--- src/rtl/mem_port_arbiter.sv ---
// rtl/mem_port_arbiter.sv - single-port memory arbiter, fetch vs LDS/STS data path
// Optional fetch-fairness streak limit enabled by defining MEM_ARB_FAIR_EN.
module mem_port_arbiter #(
    parameter int AW              = 8,
    parameter int DW              = 16,
    parameter int MAX_DATA_STREAK = 4
) (
    input  logic          clk,
    input  logic          reset_n,
    input  logic          if_req,
    input  logic [AW-1:0] if_addr,
    output logic          if_gnt,
    output logic          if_valid,
    output logic [DW-1:0] if_rdata,
    input  logic          d_req,
    input  logic          d_we,
    input  logic [AW-1:0] d_addr,
    input  logic [DW-1:0] d_wdata,
    output logic          d_gnt,
    output logic          d_valid,
    output logic [DW-1:0] d_rdata,
    output logic [AW-1:0] mem_addr,
    output logic          mem_we,
    output logic [DW-1:0] mem_wdata,
    input  logic [DW-1:0] mem_rdata
);

    typedef enum logic [1:0] {
        IDLE   = 2'd0,
        GNT_IF = 2'd1,
        GNT_D  = 2'd2
    } grant_e;

    if (MAX_DATA_STREAK < 1 || MAX_DATA_STREAK > 15) begin : g_bad_streak
        $error("MAX_DATA_STREAK must be in 1..15");
    end

    grant_e          grant;
    logic            fair_force_if;
    logic [AW-1:0]   last_addr_q, last_addr_d;
    logic            if_valid_q, if_valid_d;
    logic [DW-1:0]   if_rdata_q, if_rdata_d;
    logic            d_valid_q, d_valid_d;
    logic [DW-1:0]   d_rdata_q, d_rdata_d;

`ifdef MEM_ARB_FAIR_EN
    localparam logic [3:0] STREAK_MAX = 4'(MAX_DATA_STREAK);

    logic [3:0] streak_q, streak_d;

    // Once data has won STREAK_MAX times in a row over a waiting fetch, fetch goes next.
    assign fair_force_if = if_req && d_req && (streak_q == STREAK_MAX);

    always_comb begin
        streak_d = streak_q;
        if (if_gnt || !if_req) begin
            streak_d = '0;
        end else if (d_gnt) begin
            streak_d = streak_q + 4'd1;
        end
    end

    always_ff @(posedge clk or negedge reset_n) begin
        if (!reset_n) begin
            streak_q <= '0;
        end else begin
            streak_q <= streak_d;
        end
    end
`else
    assign fair_force_if = 1'b0;
`endif

    // Grant is decided fresh every cycle; holding reset suppresses every grant.
    always_comb begin
        grant = IDLE;
        if (!reset_n) begin
            grant = IDLE;
        end else if (d_req && !fair_force_if) begin
            grant = GNT_D;
        end else if (if_req) begin
            grant = GNT_IF;
        end
    end

    assign if_gnt = (grant == GNT_IF);
    assign d_gnt  = (grant == GNT_D);

    always_comb begin
        mem_addr  = last_addr_q;
        mem_we    = 1'b0;
        mem_wdata = '0;
        case (grant)
            GNT_D: begin
                mem_addr  = d_addr;
                mem_we    = d_we;
                mem_wdata = d_wdata;
            end
            GNT_IF: begin
                mem_addr = if_addr;
            end
            default: begin
            end
        endcase
    end

    always_comb begin
        last_addr_d = last_addr_q;
        if_valid_d  = if_gnt;
        if_rdata_d  = if_rdata_q;
        d_valid_d   = d_gnt;
        d_rdata_d   = d_rdata_q;
        if (grant != IDLE) begin
            last_addr_d = mem_addr;
        end
        if (if_gnt) begin
            if_rdata_d = mem_rdata;
        end
        // A write completes with d_valid but leaves the last loaded word in place.
        if (d_gnt && !d_we) begin
            d_rdata_d = mem_rdata;
        end
    end

    always_ff @(posedge clk or negedge reset_n) begin
        if (!reset_n) begin
            last_addr_q <= '0;
            if_valid_q  <= 1'b0;
            if_rdata_q  <= '0;
            d_valid_q   <= 1'b0;
            d_rdata_q   <= '0;
        end else begin
            last_addr_q <= last_addr_d;
            if_valid_q  <= if_valid_d;
            if_rdata_q  <= if_rdata_d;
            d_valid_q   <= d_valid_d;
            d_rdata_q   <= d_rdata_d;
        end
    end

    assign if_valid = if_valid_q;
    assign if_rdata = if_rdata_q;
    assign d_valid  = d_valid_q;
    assign d_rdata  = d_rdata_q;

endmodule
--- config.mk ---
export PLATFORM = sky130hd
export DESIGN_NAME = mem_port_arbiter
export DESIGN_NICKNAME = d
export VERILOG_FILES = /design/src/rtl/mem_port_arbiter.sv
export SDC_FILE = /design/constraint.sdc
export NUM_CORES = 1
export LEC_CHECK = 0
export ABC_AREA = 1
export BUFFER_PORTS_ARGS = -buffer_cell sky130_fd_sc_hd__buf_4
export CAP_MARGIN = 10
export CORE_MARGIN = 1.5
export CORE_UTILIZATION = 44
export DETAILED_ROUTE_END_ITERATION = 10
export GPL_TIMING_DRIVEN = 1
export MAX_ROUTING_LAYER = met4
export PLACE_DENSITY = 0.76
export SYNTH_ARGS = -nofsm -noshare
export SYNTH_HDL_FRONTEND = slang
export SYNTH_SLANG_ARGS = --single-unit
export TNS_END_PERCENT = 10
--- constraint.sdc ---
create_clock -name clk -period 1.97 [get_ports clk]
set_input_delay 0.4925 -clock clk [delete_from_list [all_inputs] [get_ports clk]]
set_output_delay 0.4925 -clock clk [all_outputs]
set_load 0.03 [all_outputs]
==> results.md <==
* Largest net degree at the start of global routing at 35
* Share of layout cells above drive strength 1 at 0.519
* Clock transition at the registers of the reported paths at 0.07 ns
* Final wirelength at 5520 um
* Fmax at 484 MHz
* Layout Skew at 0 ns
* R2R Path Start: last_addr_q[6]
* Worst slew pin tran at 0.428 ns
* RSZ-0062 raised after global routing: true
* # fillers at 339
* Row count at 24
* Mapped Nets at 305
* Critical R2R Capture: last_addr_q[6]
* Crit Path Max Fanout at 6
* Most frequent cells in the layout: buf_4 (99), nand2_1 (66), dfrtp_1 (42)
* Finished Cell Area at 0.00336 sq mm
* Drt drc at 0
* VDD IR max at 0.583 mV
* Core ar. at 0.00441 sq mm
* CTS H-Tree Depth at 2
* Slew Limit Headroom at 0.715
* Pwr dens at 859 mW/mm^2
* Synth warnings at 0
* Seq/Total Area, Yosys at 0.511
* Initial core utilization at 0.466
* Tmin final at 2.07 ns
* PortBufs at around 110
* Worst hold path class: primary input to asynchronous set/reset pin
* DP HPWL at 4020 um
* Vias in the first global route at 1,979
* Share of the synthesized area in the top cell type at 0.511
* DR iter-0 viols at 105
* Dpl cell area at 0.00301 sq mm
* Arrival @ worst endpoint at 1.57 ns
* Crit. End Element: primary output
* Gr ovfl total at 0
* Routed len/inst at between 10 and 15 um
* Distinct cells, synth at 16
* Failing checks: negative setup slack
* Worst-skew pair later-pin latency at between 0.2 and 0.3 ns
* CP required at 1.48 ns
* CTS tree: built
* Top post-synthesis cells by area: dfrtp_1 (51%), nand2_1 (14%), inv_1 (7.5%), nand3_1 (4.6%), o21ai_2 (4.3%)
* Cells after synthesis at 249
* Syn Area/Cell at 8.26 sq um
* Depth of the most critical reg-to-reg path at 5
* Number of max-cap violations at 0
* Commonest non-fill, non-tap cell in the layout: buf_4
* Synthesis-stage register bit count at 42
* Mean number of vias per cell at 4.65
* Leakage power at 1.90 nW
* Layout Area Growth over Synthesis at 63.4%
* Fin Setup TNS at -1.26 ns
* Leading area contributor after synthesis: dfrtp_1
* Status: complete, but fails checks
* Endpoints failing setup at 24
* TritonRoute pass-1 iters at 4
* Final Hold Vio Count at 0
* Gr usage total at 0.227
* Nets@finish at 431
* Placer Congestion at 0.764
* Clock buffer depth at 2
* Chip Width at 71.4 um
* CTS Buf Count at 5
* Slew Limit Fails at 0
* Via count at 1,989
* Io pins at about 110
* Synthesized cell area at 0.00206 sq mm
* Initial antenna violation count at 0
* Post-DRT Antenna Nets at 0
* Period utilisation layout at 1.05
* Root buf cell: clkbuf_8
* Flop2flop setup slack at 1.14 ns
* Tot Pwr at 2.89 mW
* Slack of the critical path at -0.0967 ns
* First-pass GRT wire length at between 8000 and 9000 um
* CP Class: primary input to primary output
* Die area at slightly above 0.005 sq mm
* ANT cells at 0
* CP Launch Type: primary input
* Clock sink count at 42
* Die height at 71.4 um
[where the power goes]
part	internal (mW)	switching, mW	total, mW
combinational	0.517	0.695	1.21
clock	0.283	0.279	0.562
sequential	1.02	0.0891	1.11
[synth_stat cells]
| cell type | instances |
|---|---|
| nand2_2 | 1 |
| buf_6 | 5 |
| buf_2 | 5 |
| inv_1 | 41 |
| buf_4 | 2 |
| o21ai_0 | 3 |
| dfrtp_1 | 42 |
| nand2_1 | 78 |
| a21oi_1 | 13 |
| mux2_4 | 3 |
| inv_2 | 2 |
| and2_1 | 8 |
| ha_1 | 3 |
| nand3_1 | 19 |
| o21ai_2 | 10 |
| nor2_1 | 14 |
[registers in the layout (all words and copies together), names as in the netlist]
| register | cells |
|---|---|
| last_addr_q | 8 |
| d_rdata | 16 |
| if_rdata | 16 |
| d_valid | 1 |
| if_valid | 1 |
[metrics by stage]
step | std cells | setup slack [ns] | hold slack, ns | utilization
final | 428 | -0.0967 | 0.120 | 0.761
after detailed placement | 415 | -0.226 | 0.436 | 0.681
after CTS | 425 | -0.0512 | 0.117 | 0.751
after floorplan | 249 | -0.0251 | 0.197 | -
after global routing | 428 | -0.129 | 0.120 | 0.761
after global placement | 415 | -0.194 | 0.427 | 0.681
[kinds of logic (layout without fill, tap and decap cells)]
| group | after synthesis | count (layout) | synth area share |
|---|---|---|---|
| buffers and inverters | 55 | 182 | 0.125 |
| multiplexers | 3 | 3 | 0.0219 |
| AO/OA/AOI/OAI | 26 | 26 | 0.0816 |
| AND/OR/NAND/NOR | 120 | 120 | 0.242 |
| adder cells (fa/ha/maj) | 3 | 3 | 0.0183 |
| flip-flops | 42 | 42 | 0.511 |
[critical path, stage by stage]
cell	delay [ns]
buf_4	0.10
nand2_4	0.05
nor2_4	0.12
inv_2	0.07
ha_4	0.18
buf_6	0.14
nand2_2	0.06
nand3_2	0.07
and2_4	0.15
buf_6	0.13
[repair_timing]
action	in CTS	in global routing
setup endpoints to repair	25	26
hold buffers	0	0
pin swaps	4	3
buffers inserted	2	3
gates resized for setup	59	7
[worst max-delay path by stage]
stage,from,end,slack [ns],depth (start not counted)
finish,if_req,mem_addr[5],-0.1,10
global route,if_req,mem_addr[5],-0.13,10
CTS,reset_n,mem_addr[5],-0.05,10
detailed placement,reset_n,mem_addr[2],-0.23,8
global placement,reset_n,mem_addr[6],-0.19,8
floorplan,reset_n,mem_addr[0],-0.03,7
[area by class of cell]
class / count / area (sq um) / area share
Sequential cell: 42 / 1050 / 0.313
Clock inverter: 1 / 5.00 / 0.00149
Multi-Input combinational cell: 152 / 866 / 0.258
Timing Repair Buffer: 131 / 1120 / 0.333
Inverter: 43 / 166 / 0.0495
Clock buffer: 7 / 86.3 / 0.0257
Tap cell: 52 / 65.1 / 0.0194
[layer usage]
metal | vias to the layer above | global-route usage | part of all wire
met4 | 0 | 0.0734 | 0.014
met2 | 72 | 0.386 | 0.52
met1 | 902 | 0.271 | 0.40
met5 | - | - | 0
li1 | 1006 | - | -
met3 | 9 | 0.0450 | 0.064
Note: power is estimated with default switching activity, not from simulation.
